### config.mk
export PLATFORM = sky130hd
export DESIGN_NAME = temp_trojan_seq
export DESIGN_NICKNAME = d
export VERILOG_FILES = /design/src/rtl/temp_trojan_seq.sv
export SDC_FILE = /design/constraint.sdc
export NUM_CORES = 1
export LEC_CHECK = 0
export BUFFER_PORTS_ARGS = -buffer_cell sky130_fd_sc_hd__buf_4
export CORE_MARGIN = 5
export CORE_UTILIZATION = 44
export DETAILED_ROUTE_END_ITERATION = 8
export HOLD_SLACK_MARGIN = 0.02
export PLACE_DENSITY_LB_ADDON = 0.1
export SKIP_CTS_REPAIR_TIMING = 1
export SLEW_MARGIN = 10
export SYNTH_ARGS = -nofsm -noshare
export SYNTH_HDL_FRONTEND = slang
export SYNTH_SLANG_ARGS = --single-unit
### constraint.sdc
create_clock -name clk -period 2.61 [get_ports clk]
set_clock_uncertainty 0.2 [all_clocks]
set_input_delay 0.1305 -clock clk [delete_from_list [all_inputs] [get_ports clk]]
set_output_delay 0.1305 -clock clk [all_outputs]
set_load 0.02 [all_outputs]
### src/rtl/temp_trojan_seq.sv
// Temperature-triggered trojan: fires after HOLD_CNT consecutive hot samples and drives
// PATTERN onto the active-low seven-segment bus; optional hysteresis release when not sticky.
module temp_trojan_seq #(
    parameter int          TEMP_W   = 12,
    parameter int unsigned THRESH   = 3643,
    parameter int unsigned RELEASE  = 3700,
    parameter int          HOLD_CNT = 16,
    parameter bit          STICKY   = 1'b1,
    parameter logic [6:0]  PATTERN  = 7'b1001001,
    parameter logic [6:0]  BLANK    = 7'b1111111
) (
    input  logic                          clk,
    input  logic                          rst,
    input  logic                          arm,
    input  logic                          sample_valid,
    input  logic [TEMP_W-1:0]             temp,
    output logic [6:0]                    seven_seg,
    output logic                          triggered,
    output logic [$clog2(HOLD_CNT+1)-1:0] hot_cnt
);

    localparam int CNT_W = $clog2(HOLD_CNT + 1);
    localparam logic [TEMP_W-1:0] THRESH_C  = TEMP_W'(THRESH);
    localparam logic [TEMP_W-1:0] RELEASE_C = TEMP_W'(RELEASE);
    localparam logic [CNT_W-1:0]  HOLD_C    = CNT_W'(HOLD_CNT);
    localparam logic [CNT_W-1:0]  HOLD_M1   = CNT_W'(HOLD_CNT - 1);

    typedef enum logic [1:0] {
        IDLE  = 2'd0,
        ARMED = 2'd1,
        FIRED = 2'd2
    } state_t;

    state_t           state_reg, state_next;
    logic [CNT_W-1:0] hot_cnt_reg, hot_cnt_next;
    logic             triggered_reg;
    logic [6:0]       seven_seg_reg;

    logic is_hot;
    logic is_cool;

    // Code falls as temperature rises, so "hot" is the low end of the range.
    assign is_hot  = sample_valid && (temp <= THRESH_C);
    assign is_cool = sample_valid && (temp >= RELEASE_C);

    always_comb begin
        state_next   = state_reg;
        hot_cnt_next = hot_cnt_reg;
        if (!arm) begin
            state_next   = IDLE;
            hot_cnt_next = '0;
        end else begin
            case (state_reg)
                IDLE: begin
                    state_next   = ARMED;
                    hot_cnt_next = '0;
                end
                ARMED: begin
                    if (is_hot) begin
                        if (hot_cnt_reg == HOLD_M1) begin
                            state_next   = FIRED;
                            hot_cnt_next = HOLD_C;
                        end else begin
                            hot_cnt_next = hot_cnt_reg + CNT_W'(1);
                        end
                    end else if (sample_valid) begin
                        hot_cnt_next = '0;
                    end
                end
                FIRED: begin
                    // Band codes between THRESH and RELEASE keep the trojan fired.
                    if (!STICKY && is_cool) begin
                        state_next   = ARMED;
                        hot_cnt_next = '0;
                    end else begin
                        hot_cnt_next = HOLD_C;
                    end
                end
                default: begin
                    state_next   = IDLE;
                    hot_cnt_next = '0;
                end
            endcase
        end
    end

    always_ff @(posedge clk or posedge rst) begin
        if (rst) begin
            state_reg     <= IDLE;
            hot_cnt_reg   <= '0;
            triggered_reg <= 1'b0;
            seven_seg_reg <= BLANK;
        end else begin
            state_reg     <= state_next;
            hot_cnt_reg   <= hot_cnt_next;
            triggered_reg <= (state_next == FIRED);
            seven_seg_reg <= (state_next == FIRED) ? PATTERN : BLANK;
        end
    end

    assign seven_seg = seven_seg_reg;
    assign triggered = triggered_reg;
    assign hot_cnt   = hot_cnt_reg;

endmodule
### Word-level counts from Yosys, hierarchy flattened

Cells that the tools add are included.

| cells by class | value |
|---|---|
| reduce and logical (&&, ||, !) cells | 2 |
| order comparisons | 1 |
| multiply operators | 0 |
| equal/unequal tests | 5 |
| mux-type cells | 10 |
| $add $sub $neg | 1 |
| bitwise operators | 0 |
| div/mod/pow operators | 0 |
| shift operators | 0 |

Operators by type and width:

| cell | number |
|---|---|
| 2-to-1 mux 5 bit | 4 |
| less-or-equal comparator 12 bit (second input constant) | 1 |
| one-hot mux 5 bit (2 select lines) | 1 |
| 2-to-1 mux 2 bit | 3 |
| 2-to-1 mux 6 bit | 1 |
| one-hot mux 2 bit (3 select lines) | 1 |
| adder 5 x 1 -> 5 bit (second input constant) | 1 |
| equality test 5 x 4 -> 1 bit (second input constant) | 1 |
| equality test 2 bit (second input constant) | 2 |
| inequality test 4 bit (second input constant) | 1 |
| equality test 2 x 1 -> 1 bit (second input constant) | 1 |
| logical NOT 2 bit | 1 |
| logical AND 1 bit | 1 |

| storage, ports and cells | value |
|---|---|
| memory bits (writable) | 0 |
| latch bits | 0 |
| word-level logic and storage cells | 23 |
| ROM bits | 0 |
| memories | 0 |
| input bits | 16 |
| output and inout port bits | 13 |
| bits in registers | 15 |

### Depth between registers and ports, before layout

| depth | value |
|---|---|
| word-level depth | 7 |
| gate-level depth with buffers | 6 |
| mapped depth without buffers | 6 |

### Worst setup path after synthesis

No wires, ideal clock.

| path | value |
|---|---|
| path kind | reg-to-reg |
| start | register hot_cnt_reg[0], in the netlist hot_cnt[0] |
| end | register hot_cnt_reg[2], in the netlist hot_cnt[2] |
| period minus slack after synthesis | 1.972 ns |
| path buffers | 0 |
| path slack | 0.638 ns |
| data arrival time | 1.709 ns |
| required time | 2.347 ns |
| setup time | 0.063 ns |
| cell stages (with the launch flop) | 7 |
| cells stage by stage | dfrtp_1 ha_1 and3_1 ha_1 nand4b_1 nor4b_1 a211o_2 |

| between the ends | value |
|---|---|
| word-level cells in the longest chain between the ends | 5 |
| elaborated cells on any way between the ends | 6 |
| those cells by class | add/sub: 1; eq/ne: 1; mux: 4 |

RTL lines:

| item | line | text |
|---|---|---|
| start: declaration | 35 | `logic [CNT_W-1:0] hot_cnt_reg, hot_cnt_next;` |
| start signal: assignment | 95 | `hot_cnt_reg <= hot_cnt_next;` |
| adder 5 x 1 -> 5 bit or equality test 5 x 4 -> 1 bit (tied branches) | 64, 60 |  |
| 2-to-1 mux 5 bit * | 60 | `if (hot_cnt_reg == HOLD_M1) begin` |
| 2-to-1 mux 5 bit * | 59 | `if (is_hot) begin` |
| one-hot mux 5 bit (2 select lines) * | 53 | `case (state_reg)` |
| 2-to-1 mux 5 bit * | 49 | `if (!arm) begin` |

Every way passes the cells marked *; elsewhere a longest branch is shown, timed or not.
A chain may end at the register's enable or synchronous reset.

### Final worst setup path

Ends and elaborated chain as after synthesis.

==> metrics.cfg <==
[floorplanning]
die-area_um2=2250
io_pins=29
core_area_um2=1320
rows=13
die_h_um=47.4
start_util=0.467
die_w_um=47.4

[setup_path]
reg2reg_slack_ps=540
cp_common_cell=ha_1
r2r_end=hot_cnt[2]
start_kind=register
cp.arrival_ps=2080
r2r_start=hot_cnt[0]
cpLargestDelayFamily=simple AND/OR/NAND/NOR gates
crit_path_max_fanout=5
cp_slowest_stage_delay_ps=420
cp.depth=6
crit_path_start=hot_cnt[0]
critPathRequiredTime_ps=2620
reg2reg_depth=6
worstSetupPathType=reg2reg
crit_path_end_kind=register
path_cells=ha_1, and3_1, ha_1, nand4b_1, nor4b_1, a211o_2
critPathBufInv=0
slowest_stage=dfrtp_1

[power_and_ir_drop]
p_switching_mw=0.0778
ir_drop_mv=0.196
power_leakage_nw=0.420
combPwrFrac=0.163
power.density_nw_per_um2=370
power_frac_seq=0.475
pwr-share-clk=0.362
p_int_mw=0.224
swShare=0.258

[detailed_routing]
num_vias=553
ant_nets=0
routed-wl-met2_um=626
wl_met3_um=120
topRoutingLayerUsed=met4
firstDrtPassIters=4
vias_per_cell=5.42
first_iter_violations=12
wl_um=1240
avgRoutedWirePerCell_um=12.2
wl_met1_um=481
drc=0

[synthesis]
synth_cells=62
synth-edff-count=0
synth_area_leader_cell=dfrtp_1
syn_avg_cell_area_um2=9.93
synth_area_leaders=dfrtp_1 (33%), ha_1 (12%), buf_4 (7.3%)
synthesis.area_um2=616
yosysSeqAreaShare=0.368
ys_async_sr_fraction=1.00
ys.flop_type=dfrtp_1
synth-seq-cells=9
ys_types=29
ys_warn_count=0
synth_top_area_share=0.325

[clocking]
htreeDepth=1
clockRootBuffer=clkbuf_4
cts_tree=yes
cts.reportedPaths.clkPinSlew_ps=60
cts_sinks=9
clock_path_buffers=2
cts_inserted_buffers=3
worst_skew_pair.late_latency_ps=270

[place]
gp_congestion=0.795
dpl_cell_area_um2=769
port_buffers=23
post-dp-hpwl_um=998

[global_routing]
grt_util_all_layers=0.131
grt_max_degree=10
grt_pass1_vias=525
antenna_found_initial=0
grt_overflow=0
grt_pass1_wl_um=1970

[cells_and_area]
fillers=111
regArea_um2=226
largest_reg_flops=5
nNetsFinal=110
diodes=0
final_util=0.619
drive_gt1_frac=0.356
multi_input_area_um2=333
design_area_um2=816
area_delta_synth_final_pct=32.5

[hold_path]
hold_path_end=hot_cnt[0]
hold_start=sample_valid
hold_class=in2reg
holdPathStages=4

[sta]
grt_setup_unrepaired=false
drv_slew=0
finalSetupViolations=0
finalHoldViolCount=0
finalSetupTns_ps=0
fmax_ghz=0.484
period_share=0.792
fin_crit_ps=2070

[run]
maxCapViolCount=0

[run_status]
status=finished, final reports clean

per-stage QoR:
stage | instances | setup WS [ps] | power (mW) | hold WS (ps)
after floorplan | 64 | 638 | 0.173 | -242
after global placement | 96 | 598 | 0.192 | -85.9
after detailed placement | 96 | 567 | 0.193 | -83.4
after CTS | 100 | 550 | 0.306 | -382
after global routing | 102 | 406 | 0.316 | 66.3
final | 102 | 544 | 0.302 | 52.6
worst max path at each step:
| stage | to |
|---|---|
| final | hot_cnt[2] |
| after global routing | hot_cnt[2] |
| after CTS | hot_cnt[2] |
| after detailed placement | hot_cnt[2] |
| after global placement | hot_cnt[2] |
| after floorplan | hot_cnt[2] |
power groups by stage:
| stage | Clock (mW) | Combinational (mW) | Sequential, mW |
|---|---|---|---|
| CTS | 0.116 | 0.0471 | 0.143 |
| floorplan | 0 | 0.0272 | 0.146 |
| global placement | 0 | 0.0463 | 0.146 |
| detailed placement | 0 | 0.0470 | 0.146 |
| finish | 0.109 | 0.0492 | 0.143 |
| global route | 0.119 | 0.0540 | 0.143 |
cells by family (layout without fill, tap and decap cells):
logic type | after synthesis | count (layout) | synth area share
simple gates | 23 | 23 | 0.240
compound gates | 12 | 12 | 0.161
buf+inv | 11 | 34 | 0.104
flops | 9 | 9 | 0.368
fa+ha+maj | 6 | 6 | 0.122
other cells | 1 | 3 | 0.00609
worst register-to-register path: cells and delay by family, from the launching register on:
kind | cells | cell delay (ps)
flip-flops | 1 | 420
AO/OA/AOI/OAI | 1 | 150
adder cells (fa/ha/maj) | 2 | 440
AND/OR/NAND/NOR | 3 | 800
per-layer routing:
metal  vias up  GRT usage
met5         -          0
met4         0     0.0884
met3         2     0.0651
met2        24      0.209
met1       257      0.135
li1        270          -
cell usage after synthesis (all sizes together) (2+ instances only):
library cell  count
ha                6
a22o              2
dfrtp             8
nand2             5
nor2              3
inv               5
o21ai             2
a211o             2
buf               6
nor2b             2
nand3             2
nand4             2
nor4b             3
layout make-up:
type,count,area share
clock buffers,4,0.0322
flip-flops and latches,9,0.278
repair buffers,25,0.236
well taps,15,0.0230
inverters,5,0.0230
multi-input cells,44,0.408
cells in the final DEF (no fill, tap or decap), types with 2 or more instances in the layout:
cell type	Yosys	final
conb_1	1	3
nand3_1	2	2
buf_4	6	23
dlygate4sd3_1	0	2
nor2b_1	2	2
nor2_1	3	3
dfrtp_1	8	8
ha_1	6	6
nor4b_1	2	2
o21ai_0	2	2
a22o_1	2	2
nand2_1	5	5
inv_1	5	5
clkbuf_4	0	3
nand4_1	2	2
Note: power is estimated with default switching activity, not from simulation.
